**src/rtl/regfile_wb_pkg.sv**
```systemverilog
// Shared types and default sizes for the register-file writeback arbiter.
// Optional forwarding outputs are enabled by defining REGWB_BYPASS_EN.
package regfile_wb_pkg;

  localparam int unsigned NREGS_DEF = 16;
  localparam int unsigned AW_DEF    = 4;
  localparam int unsigned DW_DEF    = 32;

  typedef enum logic {
    SRC_MEM = 1'b0,
    SRC_ALU = 1'b1
  } src_e;

  typedef struct packed {
    logic [AW_DEF-1:0] addr;
    logic [DW_DEF-1:0] data;
  } wb_req_t;

  function automatic src_e other_src(input src_e s);
    return (s == SRC_MEM) ? SRC_ALU : SRC_MEM;
  endfunction

endpackage

```
**src/rtl/rr_arb2.sv**
```systemverilog
// Two-way round-robin arbiter: combinational one-hot grant plus a pointer
// that always moves to the source that was not granted.
module rr_arb2
  import regfile_wb_pkg::*;
(
  input  logic clk_i,
  input  logic rst_ni,
  input  logic mem_req_i,
  input  logic alu_req_i,
  output logic mem_gnt_o,
  output logic alu_gnt_o
);

  src_e ptr_q, ptr_d;

  always_comb begin
    mem_gnt_o = 1'b0;
    alu_gnt_o = 1'b0;
    if (mem_req_i && alu_req_i) begin
      if (ptr_q == SRC_MEM) begin
        mem_gnt_o = 1'b1;
      end else begin
        alu_gnt_o = 1'b1;
      end
    end else begin
      mem_gnt_o = mem_req_i;
      alu_gnt_o = alu_req_i;
    end

    // Even an uncontested grant hands priority to the other source.
    ptr_d = ptr_q;
    if (mem_gnt_o) begin
      ptr_d = other_src(SRC_MEM);
    end else if (alu_gnt_o) begin
      ptr_d = other_src(SRC_ALU);
    end
  end

  always_ff @(posedge clk_i or negedge rst_ni) begin
    if (!rst_ni) begin
      ptr_q <= SRC_MEM;
    end else begin
      ptr_q <= ptr_d;
    end
  end

endmodule

```
**src/rtl/regfile_wb_arbiter.sv**
```systemverilog
// Shares the register-file write port between ALU and load writeback and keeps
// a per-register busy scoreboard for hazard stalls. Optional: REGWB_BYPASS_EN.
module regfile_wb_arbiter
  import regfile_wb_pkg::*;
#(
  parameter int unsigned NREGS = NREGS_DEF,
  parameter int unsigned AW    = AW_DEF,
  parameter int unsigned DW    = DW_DEF
) (
  input  logic             clk,
  input  logic             rst,
  input  logic             alu_valid,
  output logic             alu_ready,
  input  logic [AW-1:0]    alu_addr,
  input  logic [DW-1:0]    alu_data,
  input  logic             mem_valid,
  output logic             mem_ready,
  input  logic [AW-1:0]    mem_addr,
  input  logic [DW-1:0]    mem_data,
  output logic [AW-1:0]    WriteReg,
  output logic [DW-1:0]    WriteData,
  output logic             RegWrite,
  input  logic             claim_valid,
  input  logic [AW-1:0]    claim_addr,
  input  logic [AW-1:0]    chk_a1,
  input  logic [AW-1:0]    chk_a2,
  output logic             stall,
  output logic [NREGS-1:0] busy,
`ifdef REGWB_BYPASS_EN
  output logic             fwd1_en,
  output logic             fwd2_en,
  output logic [DW-1:0]    fwd1_data,
  output logic [DW-1:0]    fwd2_data,
`endif
  output logic             claim_err
);

  logic mem_gnt, alu_gnt;

  rr_arb2 u_arb (
    .clk_i     (clk),
    .rst_ni    (rst),
    .mem_req_i (mem_valid),
    .alu_req_i (alu_valid),
    .mem_gnt_o (mem_gnt),
    .alu_gnt_o (alu_gnt)
  );

  assign mem_ready = mem_gnt;
  assign alu_ready = alu_gnt;

  // Write stage
  wb_req_t wr_q, wr_d;
  logic    wr_en_q, wr_en_d;

  always_comb begin
    wr_d    = wr_q;
    wr_en_d = 1'b0;
    if (alu_gnt) begin
      wr_d.addr = alu_addr;
      wr_d.data = alu_data;
      wr_en_d   = 1'b1;
    end else if (mem_gnt) begin
      wr_d.addr = mem_addr;
      wr_d.data = mem_data;
      wr_en_d   = 1'b1;
    end
  end

  always_ff @(posedge clk or negedge rst) begin
    if (!rst) begin
      wr_q    <= '0;
      wr_en_q <= 1'b0;
    end else begin
      wr_q    <= wr_d;
      wr_en_q <= wr_en_d;
    end
  end

  assign WriteReg  = wr_q.addr;
  assign WriteData = wr_q.data;
  assign RegWrite  = wr_en_q;

  // Scoreboard
  logic [NREGS-1:0] busy_q, busy_d, set_vec, clr_vec;
  logic             claim_err_q, claim_err_d;

  always_comb begin
    set_vec = '0;
    clr_vec = '0;
    if (claim_valid) begin
      set_vec[claim_addr] = 1'b1;
    end
    if (wr_en_q) begin
      clr_vec[wr_q.addr] = 1'b1;
    end
    // Set applied after clear so a fresh claim survives a same-cycle retire.
    busy_d      = (busy_q & ~clr_vec) | set_vec;
    claim_err_d = claim_err_q |
                  (claim_valid & busy_q[claim_addr] & ~clr_vec[claim_addr]);
  end

  always_ff @(posedge clk or negedge rst) begin
    if (!rst) begin
      busy_q      <= '0;
      claim_err_q <= 1'b0;
    end else begin
      busy_q      <= busy_d;
      claim_err_q <= claim_err_d;
    end
  end

  assign busy      = busy_q;
  assign claim_err = claim_err_q;

`ifdef REGWB_BYPASS_EN
  always_comb begin
    fwd1_en   = wr_en_q && (wr_q.addr == chk_a1);
    fwd2_en   = wr_en_q && (wr_q.addr == chk_a2);
    fwd1_data = wr_q.data;
    fwd2_data = wr_q.data;
    stall     = (busy_q[chk_a1] & ~fwd1_en) | (busy_q[chk_a2] & ~fwd2_en);
  end
`else
  assign stall = busy_q[chk_a1] | busy_q[chk_a2];
`endif

endmodule

```
**config.mk**
```make
export PLATFORM = sky130hd
export DESIGN_NAME = regfile_wb_arbiter
export DESIGN_NICKNAME = d
export VERILOG_FILES = /design/src/rtl/regfile_wb_pkg.sv /design/src/rtl/rr_arb2.sv /design/src/rtl/regfile_wb_arbiter.sv
export SDC_FILE = /design/constraint.sdc
export NUM_CORES = 1
export LEC_CHECK = 0
export CAP_MARGIN = 25
export CORE_MARGIN = 2
export CORE_UTILIZATION = 43
export CTS_BUF_LIST = sky130_fd_sc_hd__clkbuf_4 sky130_fd_sc_hd__clkbuf_8
export CTS_CLUSTER_SIZE = 10
export DETAILED_ROUTE_END_ITERATION = 6
export PLACE_DENSITY = 0.9
export SLEW_MARGIN = 20
export SYNTH_ARGS = -nofsm -noshare
export SYNTH_HDL_FRONTEND = slang
export SYNTH_SLANG_ARGS = --single-unit
```
**constraint.sdc**
```tcl
create_clock -name clk -period 2.8 [get_ports clk]
set_input_delay 0.7 -clock clk [delete_from_list [all_inputs] [get_ports clk]]
set_output_delay 0.7 -clock clk [all_outputs]
set_load 0.005 [all_outputs]
```
==> summary.md, run 1 <==
| Metric | Value |
|---|---|
| Status | finished, violations left |
| Failing checks | negative setup slack |
| Final net count | 549 |
| Final min period | 2.804 ns |
| Adder-Cell Fraction of Synth Area | 0 |
| Critical Path End Type | output pin |
| Worst slew margin | 0.5356 |
| CP Max Fanout | 4 |
| Distinct cells, synth | 26 |
| Port buffer count | 145 |
| Area share of and/or/nand/nor cells after synthesis | 0.1372 |
| Hpwl dp | 7473 um |
| FF-to-FF setup slack | 1.24 ns |
| CTS Root Cell | clkbuf_8 |
| TritonCTS buffer count | 5 |
| Die width | 88.66 um |
| Total number of vias | 3,133 |
| Hold EP | claim_err |
| Commonest non-fill, non-tap cell in the layout | clkdlybuf4s50_1 |
| Die Y | 88.66 um |
| Synth Area in Compound Gates | 0.1389 |
| Final core occ | 0.7027 |
| Worst R2R End | claim_err |
| Gr ovfl total | 0 |
| Gate Count Post-Synth | 304 |
| Row cnt | 30 |
| Power Total | 0.002895 W |
| Tcrit/Tclk final | 1.002 |
| Post-Place Worst Slack | -0.9174 ns |
| Hold depth | 1 |
| Final WS setup | -0.004225 ns |
| Most frequent CP cell | mux4_2 |
| Vias per cell | 5.625 |
| Seq/Total Area, Yosys | 0.4466 |
| Clock tree buffer depth | 2 |
| Hold_ws | 0.4987 ns |
| First-pass GRT wire length | 15,790 um |
| Clock Sinks | 55 |
| TNS Setup | -0.004225 ns |
| Layout cells sized above 1 | 0.1952 |
| Mapped Nets | 393 |
| WL/cell | 17.90 um |
| Peak Freq | 356.6 MHz |
| RSZ-0062 raised after global routing | true |
| Pin count of the biggest net entering global routing | 56 |
| Critical Path Max Stage Delay | 0.50 ns |
| GP Congestion | 1.017 |
| Worst r2r src | busy[1] |
| Post-Syn Area | 0.003082 sq mm |
| Die area | 0.007860 sq mm |
| CTS tree | built |
| Peak supply drop | 0.0003116 V |
| PD cells | 599.8 mW/mm^2 |
| Starting Density | 0.4486 |
| Avg Cell Area, Syn | 10.14 sq um |
| Clock slew at reported path FFs | 0.10 ns |
| Main combinational cell family by area after synthesis | multiplexers |
| Worst min path class | register to register |
| Antenna violations before repair | 0 |
| Routed Antenna Nets | 0 |
| Max cap viols | 0 |
| Synth Register Bits | 55 |
| Hold buffer count at cts | 0 |
| Final Hold Vio Count | 0 |
| FILL cells | 527 |
| Clock Latency Late Sink | 0.30 ns |
| CP Launch Type | input pin |
| I/O pins | 146 |
| # diodes | 0 |
| CTS H-tree depth | 2 |
| CP Cell Sequence | buf_8 > mux4_2 > mux4_2 > or2_1 > buf_2 |
| Pins over their slew limit | 0 |
| Register-to-Register Path Depth | 5 |
| # DRC | 0 |
| Mux share of post-synthesis cell area | 0.2395 |
| Count of final setup violators | 1 |
| Most frequent cells in the layout | 138 x clkdlybuf4s50_1, 74 x nor2_1, 55 x dfrtp_1, 37 x o22ai_1, 36 x mux2_2 |
| Routed WL | 9973 um |
| Initial DRC Count | 134 |
| Leakage | 1.923 nW |
| XOR/XNOR Fraction of Synth Area | 0.01137 |
| Critical path class | input pin to output pin |
| Vias in the first global route | 3,379 |
| Least-Margin Pin Slew | 0.6966 ns |
| Synth-to-Final Area Change | 56.64% |
| YS warnings | 0 |
| CP max-delay cell | mux4_2 |
| Hold_sp | claim_err |
| GRT Util Overall | 0.2577 |
| WP data arrival | 2.10 ns |
| Critical Path RT | 2.10 ns |
| Core box area | 0.006869 sq mm |
| Drt pass-1 iters | 4 |
| Setup Skew | 0.01447 ns |
[critical path, delay by kind of cell]
family	cells	cell delay (ns)
buffers and inverters	2	0.21
and+or+nand+nor	1	0.23
muxes	2	0.96
[stage by stage]
stage / instances / instance area [sq um]
2_1_floorplan: 304 / 3082
3_3_place_gp: 548 / 4731
3_5_place_dp: 548 / 4731
4_1_cts: 557 / 4823
5_1_grt: 557 / 4827
6_report: 557 / 4827
[how the worst max path moves through the flow]
stage / from / endpoint / slack, ns
after floorplan: chk_a2[1] / stall / 0.20
after global placement: chk_a1[0] / stall / -0.84
after detailed placement: chk_a1[0] / stall / -0.92
after CTS: chk_a1[0] / stall / -0.02
after global routing: chk_a2[0] / stall / -0.04
final: chk_a2[0] / stall / -0.004
[power breakdown]
| part | leakage, nW | total [W] | switching (W) | internal (W) |
|---|---|---|---|---|
| logic | 1.24 | 0.00128 | 0.000470 | 0.000805 |
| clock network | 0.0505 | 0.000489 | 0.000263 | 0.000226 |
| registers | 0.632 | 0.00113 | 0.000164 | 0.000968 |
[final cells by class]
cell class              instances  area, sq um  share of cell area
multi-input cells             228         1602              0.3318
inverters                       3        11.26            0.002333
clock inverters                 1        7.507            0.001555
flip-flops and latches         55         1376              0.2851
well taps                      96        120.1             0.02488
repair buffers                167         1614              0.3344
clock buffers                   7        96.34             0.01996
[synthesized netlist by cell type]
cell | count | area share
o21ai_0 | 34 | 0.055
nand2b_1 | 5 | 0.010
or2_1 | 1 | 0.0020
mux4_1 | 6 | 0.051
a21boi_0 | 1 | 0.0024
mux2i_1 | 4 | 0.013
nand2_1 | 4 | 0.0049
nor3_1 | 1 | 0.0016
inv_1 | 3 | 0.0037
xor2_1 | 3 | 0.0085
buf_1 | 2 | 0.0024
dfrtp_1 | 55 | 0.45
or2_2 | 3 | 0.0061
xnor2_1 | 1 | 0.0028
or3b_2 | 2 | 0.0057
a41o_1 | 1 | 0.0032
or3_1 | 1 | 0.0020
clkbuf_1 | 14 | 0.017
nand3b_1 | 4 | 0.0097
nor2_1 | 74 | 0.090
o22ai_1 | 37 | 0.075
buf_2 | 2 | 0.0032
nand3_1 | 3 | 0.0049
mux4_2 | 6 | 0.044
mux2_2 | 36 | 0.13
o32ai_1 | 1 | 0.0028
[logic make-up (layout without fill, tap and decap cells)]
family,after synthesis,count (layout)
simple gates,98,98
compound gates,74,74
flops,55,55
mux,52,52
buf+inv,21,178
xor+xnor,4,4
[registers in the layout, summed over array words and instances, names as in the netlist]
| signal | flops |
|---|---|
| claim_err | 1 |
| u_arb.ptr_q | 1 |
| WriteData | 32 |
| RegWrite | 1 |
| WriteReg | 4 |
| busy | 16 |
[metal layers]
metal,wire length [um],track usage,part of all wire,vias to the layer above
met5,0,0,0,-
met4,235,0.1006,0.024,0
met3,835,0.08022,0.084,22
met2,5269,0.4444,0.53,165
met1,3632,0.2988,0.36,1525
li1,-,-,-,1421
[what timing repair did]
item | in CTS | in global routing
setup buffers | 1 | 0
pin swaps | 1 | 1
resized for setup | 33 | 1
endpoints found under the setup margin | 1 | 1
No activity file was read; power rests on OpenSTA's default activity.
==> run 2, diff against run 1 <==
--- a/config.mk
+++ b/config.mk
@@ -7,11 +7,11 @@
 export LEC_CHECK = 0
 export CAP_MARGIN = 25
 export CORE_MARGIN = 2
-export CORE_UTILIZATION = 43
-export CTS_BUF_LIST = sky130_fd_sc_hd__clkbuf_4 sky130_fd_sc_hd__clkbuf_8
+export CORE_UTILIZATION = 41
+export CTS_BUF_LIST = sky130_fd_sc_hd__clkbuf_16
 export CTS_CLUSTER_SIZE = 10
 export DETAILED_ROUTE_END_ITERATION = 6
-export PLACE_DENSITY = 0.9
+export PLACE_DENSITY = 0.86
 export SLEW_MARGIN = 20
 export SYNTH_ARGS = -nofsm -noshare
 export SYNTH_HDL_FRONTEND = slang
==> run 2 against run 1 <==
Critical path depth did not move. Sequential cell count unchanged. Die area grew 4.7%. Design area grew 0.49%. The flow still finishes with violations (negative setup slack). Critical endpoint unchanged. Core utilization is 3.4 points lower. Sequential power barely moved.
==> summary.md, run 2 (same netlist as run 1, synthesis figures left out) <==
| Metric | Value |
|---|---|
| WL/cell | 17.85 um (was 17.90 um) |
| Final min period | 2.810 ns (was 2.804 ns) |
| Routed Antenna Nets | 0 (unchanged) |
| Worst slew margin | 0.5143 (was 0.5356) |
| I/O pins | 146 (unchanged) |
| Peak Freq | 355.8 MHz (was 356.6 MHz) |
| PD cells | 609.8 mW/mm^2 (was 599.8 mW/mm^2) |
| TNS Setup | -0.01027 ns (was -0.004225 ns) |
| Antenna violations before repair | 0 (unchanged) |
| Initial DRC Count | 137 (was 134) |
| Peak supply drop | 0.0003090 V (was 0.0003116 V) |
| Die width | 90.70 um (was 88.66 um) |
| Vias in the first global route | 3,353 (was 3,379) |
| Least-Margin Pin Slew | 0.7286 ns (was 0.6966 ns) |
| Register-to-Register Path Depth | 5 (unchanged) |
| Clock tree buffer depth | 2 (unchanged) |
| Starting Density | 0.4249 (was 0.4486) |
| CTS tree | built (unchanged) |
| Worst R2R End | claim_err (unchanged) |
| CP Max Fanout | 4 (unchanged) |
| FILL cells | 579 (was 527) |
| Multi-input gate area | 0.001602 sq mm (unchanged) |
| CTS H-tree depth | 2 (unchanged) |
| Hold buffer count at cts | 0 (unchanged) |
| Critical Path RT | 2.10 ns (about the same) |
| Die area | 0.008226 sq mm (was 0.007860 sq mm) |
| Leakage | 1.932 nW (was 1.923 nW) |
| Gr ovfl total | 0 (unchanged) |
| Drt pass-1 iters | 4 (unchanged) |
| Layout cells sized above 1 | 0.1878 (was 0.1952) |
| Worst r2r src | busy[7] (was busy[1]) |
| Clock Sinks | 55 (unchanged) |
| Status | finished, violations left (unchanged) |
| GP Congestion | 0.9147 (was 1.017) |
| Die Y | 90.70 um (was 88.66 um) |
| Synth-to-Final Area Change | 57.41% (was 56.64%) |
| Critical path class | input pin to output pin (unchanged) |
| Failing checks | negative setup slack (unchanged) |
| # DRC | 0 (unchanged) |
| Worst min path class | register to register (unchanged) |
| Core box area | 0.007253 sq mm (was 0.006869 sq mm) |
| FF-to-FF setup slack | 1.24 ns (about the same) |
| Most frequent cells in the layout | 138 x clkdlybuf4s50_1, 74 x nor2_1, 55 x dfrtp_1, 37 x o22ai_1, 36 x mux2_2 (unchanged) |
| CTS Root Cell | clkbuf_16 (was clkbuf_8) |
| Post-CTS setup buffer count | 0 (was 1) |
| Total number of vias | 3,052 (was 3,133) |
| First-pass GRT wire length | 16,280 um (was 15,790 um) |
| Worst setup path startpoint | chk_a2[0] (unchanged) |
| CP Capture Point | stall (unchanged) |
| Routed WL | 9945 um (was 9973 um) |
| Pins over their slew limit | 0 (unchanged) |
| Max cap viols | 0 (unchanged) |
| CP Launch Type | input pin (unchanged) |
| TritonCTS buffer count | 5 (unchanged) |
| Largest register FFs | 32 (unchanged) |
| Final core occ | 0.6688 (was 0.7027) |
| Final WS setup | -0.01027 ns (was -0.004225 ns) |
| Hold_ws | 0.5389 ns (was 0.4987 ns) |
| Final Hold Vio Count | 0 (unchanged) |
| Count of final setup violators | 1 (unchanged) |
| Clock Latency Late Sink | 0.28 ns (was 0.30 ns) |
| WP data arrival | 2.11 ns (was 2.10 ns) |
| Post-route cell area | 0.004851 sq mm (was 0.004827 sq mm) |
| Pin count of the biggest net entering global routing | 56 (unchanged) |
| Vias per cell | 5.479 (was 5.625) |
| Hold_sp | claim_err (unchanged) |
| GRT Util Overall | 0.2445 (was 0.2577) |
| Final net count | 547 (was 549) |
| FF+latch area | 0.001376 sq mm (unchanged) |
| Port buffer count | 145 (unchanged) |
| Setup Skew | 0.008438 ns (was 0.01447 ns) |
| Tcrit/Tclk final | 1.004 (was 1.002) |
| RSZ-0062 raised after global routing | true (unchanged) |
| Critical Path End Type | output pin (unchanged) |
| Clock slew at reported path FFs | 0.07 ns (was 0.10 ns) |
| Post-Place Worst Slack | -0.9816 ns (was -0.9174 ns) |
| Row cnt | 31 (was 30) |
| Dpl cell area | 0.004727 sq mm (was 0.004731 sq mm) |
| Hpwl dp | 7538 um (was 7473 um) |
| # diodes | 0 (unchanged) |
| Commonest non-fill, non-tap cell in the layout | clkdlybuf4s50_1 (unchanged) |
| Hold depth | 1 (unchanged) |
-- run 2: how the worst min path moves through the flow --
stage	to
after global placement	claim_err
after floorplan	RegWrite
after detailed placement	claim_err
after CTS	claim_err
after global routing	claim_err
final	claim_err
-- run 2: repair_timing --
action / 4_1_cts / 5_1_grt
gates resized for setup: 33 / 2
cloned: 0 / 0
pin swaps: 1 / 0
endpoints found under the setup margin: 1 / 1
-- run 2: final cells by class --
type	instances	share of cell area
Multi-Input combinational cell	228	0.3302
Tap cell	99	0.02554
Clock buffer	5	0.02579
Clock inverter	2	0.001806
Inverter	3	0.002321
Timing Repair Buffer	165	0.3307
Sequential cell	55	0.2837
-- run 2: per-stage QoR --
stage	total power, W	std cells
2_1_floorplan	0.001583	304
3_3_place_gp	0.002319	550
3_5_place_dp	0.002382	550
4_1_cts	0.002982	557
5_1_grt	0.003133	557
6_report	0.002958	557
-- run 2: critical path: stages --
cell and delay (ns):
buf_12 0.09, mux4_2 0.50, mux4_2 0.47, or2_1 0.22, buf_2 0.13
-- run 2: where the power goes --
group / internal, W / switching, W
clock network: 0.000322 / 0.000264
registers: 0.000969 / 0.000167
logic: 0.000784 / 0.000450
total: 0.00208 / 0.000882
-- run 2: layer usage --
metal  share of wire  up-vias  GRT usage
met3           0.091        8    0.08347
met4          0.0076        0    0.05769
met1            0.37     1502     0.2700
met2            0.53      132     0.4496
li1                -     1410          -
met5               0        -          0
==> run 3, diff against run 2 <==
==> constraint.sdc (replaced) <==
create_clock -name clk -period 2.8 [get_ports clk]
set_input_delay 0.7 -clock clk [delete_from_list [all_inputs] [get_ports clk]]
set_output_delay 0.7 -clock clk [all_outputs]
set_load 0.01 [all_outputs]
==> run 3 against run 2 <==
Final cell count increased by 0.36%. Sequential cell count is the same. Design area is 0.90% higher. Core utilization up 0.60 points. Via count about the same. The run still ends with negative setup slack left. Sequential power hardly changed. Critical path depth unchanged. Largest power group unchanged. Clock power up 17%. Largest cell class unchanged.
==> summary.md, run 3 (same netlist as run 1, synthesis figures left out) <==
| Metric | Value |
|---|---|
| Final net count | 549 (was 547) |
| Worst min path class | input pin to asynchronous set/reset pin (was register to register) |
| Clock Sinks | 55 (unchanged) |
| Count of final setup violators | 1 (unchanged) |
| Register-to-Register Path Depth | 5 (unchanged) |
| Routed Antenna Nets | 0 (unchanged) |
| Drt pass-1 iters | 4 (unchanged) |
| Core box area | 0.007253 sq mm (unchanged) |
| Post-Place Worst Slack | -0.9508 ns (was -0.9816 ns) |
| # diodes | 0 (unchanged) |
| Critical Path End Type | output pin (unchanged) |
| Starting Density | 0.4249 (unchanged) |
| PD cells | 642.4 mW/mm^2 (was 609.8 mW/mm^2) |
| Most frequent cells in the layout | 138 x clkdlybuf4s50_1, 74 x nor2_1, 55 x dfrtp_1, 37 x o22ai_1, 36 x mux2_2 (unchanged) |
| WP data arrival | 2.11 ns (about the same) |
| Met3 Routed Length | 909 um (was 907 um) |
| Post-route cell area | 0.004895 sq mm (was 0.004851 sq mm) |
| Setup Skew | 0.005968 ns (was 0.008438 ns) |
| WL/cell | 17.38 um (was 17.85 um) |
| Worst r2r src | busy[7] (unchanged) |
| DR top layer | met4 (unchanged) |
| GP Congestion | 0.8887 (was 0.9147) |
| Vias in the first global route | 3,252 (was 3,353) |
| CTS Root Cell | clkbuf_16 (unchanged) |
| Final WS setup | -0.01077 ns (was -0.01027 ns) |
| Status | finished, violations left (unchanged) |
| Commonest non-fill, non-tap cell in the layout | clkdlybuf4s50_1 (unchanged) |
| Die Y | 90.70 um (unchanged) |
| Critical Path RT | 2.10 ns (about the same) |
| CP Max Fanout | 4 (unchanged) |
| Antenna violations before repair | 0 (unchanged) |
| I/O pins | 146 (unchanged) |
| Hpwl dp | 7439 um (was 7538 um) |
| Row cnt | 31 (unchanged) |
| Largest register FFs | 32 (unchanged) |
| Clock slew at reported path FFs | 0.07 ns (about the same) |
| Worst R2R End | claim_err (unchanged) |
| First-pass GRT wire length | 16,050 um (was 16,280 um) |
| Total number of vias | 3,053 (was 3,052) |
| Initial DRC Count | 124 (was 137) |
| Met1 wire length | 3597 um (was 3685 um) |
| Routed WL | 9715 um (was 9945 um) |
| CTS tree | built (unchanged) |
| Final min period | 2.811 ns (was 2.810 ns) |
| FF-to-FF setup slack | 1.22 ns (was 1.24 ns) |
| Tcrit/Tclk final | 1.004 (about the same) |
| Pin count of the biggest net entering global routing | 38 (was 56) |
| Clock tree buffer depth | 2 (unchanged) |
| Final Hold Vio Count | 0 (unchanged) |
| Die area | 0.008226 sq mm (unchanged) |
| Least-Margin Pin Slew | 0.6493 ns (was 0.7286 ns) |
| Vias per cell | 5.462 (was 5.479) |
| CTS H-tree depth | 2 (unchanged) |
| Die width | 90.70 um (unchanged) |
| Critical path class | input pin to output pin (unchanged) |
| GRT Util Overall | 0.2400 (was 0.2445) |
| FILL cells | 560 (was 579) |
| Peak supply drop | 0.0003292 V (was 0.0003090 V) |
| # DRC | 0 (unchanged) |
| Synth-to-Final Area Change | 58.83% (was 57.41%) |
| Max cap viols | 0 (unchanged) |
| Port buffer count | 145 (unchanged) |
| Met2 routed WL | 5069 um (was 5276 um) |
| Failing checks | negative setup slack (unchanged) |
| CP Launch Type | input pin (unchanged) |
| Layout cells sized above 1 | 0.1913 (was 0.1878) |
| Pins over their slew limit | 0 (unchanged) |
| TritonCTS buffer count | 5 (unchanged) |
| Gr ovfl total | 0 (unchanged) |
| Dpl cell area | 0.004755 sq mm (was 0.004727 sq mm) |
| Clock Latency Late Sink | 0.29 ns (was 0.28 ns) |
| Leakage | 1.957 nW (was 1.932 nW) |
| RSZ-0062 raised after global routing | true (unchanged) |
| Peak Freq | 355.8 MHz (about the same) |
| Worst slew margin | 0.5672 (was 0.5143) |
run 3: cell count changes in the layout (fill, tap and decap cells not counted):
cell,delta
bufinv_16,+1
clkinv_1,-1
buf_4,+1
inv_1,+1
clkinv_2,-1
buf_6,+1
run 3: worst max-delay path, stage by stage:
cell	delay (ns)
buf_8	0.09
mux4_2	0.50
mux4_2	0.48
or2_1	0.21
buf_2	0.13
run 3: what timing repair did:
item	4_1_cts	5_1_grt
endpoints found under the setup margin	1	1
hold buffers	0	0
pin swaps	0	0
gates cloned	0	0
resized for setup	33	0
buffers inserted	0	0
run 3: how the worst max path moves through the flow:
| stage | start | end | slack [ns] | cells past startpoint |
|---|---|---|---|---|
| global placement | chk_a1[0] | stall | -0.88 | 5 |
| detailed placement | chk_a1[0] | stall | -0.95 | 5 |
| global route | chk_a1[0] | stall | -0.05 | 5 |
| floorplan | chk_a2[1] | stall | 0.17 | 3 |
| CTS | chk_a1[0] | stall | -0.01 | 5 |
| finish | chk_a1[0] | stall | -0.01 | 5 |
run 3: power breakdown:
| group | internal (W) | switching [W] |
|---|---|---|
| Clock | 0.000414 | 0.000272 |
| Combinational | 0.000802 | 0.000523 |
| Sequential | 0.000969 | 0.000164 |
| Total | 0.00219 | 0.000959 |
run 3: layout make-up:
| cell class | count | area [sq um] | share of cell area |
|---|---|---|---|
| Multi-Input combinational cell | 228 | 1602 | 0.3272 |
| Tap cell | 99 | 123.9 | 0.02531 |
| Timing Repair Buffer | 167 | 1623 | 0.3315 |
| Clock buffer | 5 | 125.1 | 0.02556 |
| Sequential cell | 55 | 1376 | 0.2812 |
| Inverter | 3 | 11.26 | 0.002301 |
| Clock inverter | 2 | 33.78 | 0.006902 |
run 3: per-stage QoR:
step / hold WS [ns] / power (W) / cells / setup TNS (ns) / utilization
after CTS: 0.4505 / 0.003166 / 559 / -0.01384 / 0.6748
final: 0.4332 / 0.003144 / 559 / -0.01077 / 0.6748
after global routing: 0.4865 / 0.003302 / 559 / -0.05123 / 0.6748
after floorplan: 0.4044 / 0.001654 / 304 / 0 / -
after detailed placement: 0.4752 / 0.002470 / 552 / -0.9508 / 0.6555
after global placement: 0.4804 / 0.002414 / 552 / -0.8790 / 0.6555
run 3: layer usage:
metal	vias up	global-route usage
li1	1421	-
met1	1474	0.2660
met2	142	0.4384
met3	16	0.08514
met4	0	0.05513
met5	-	0
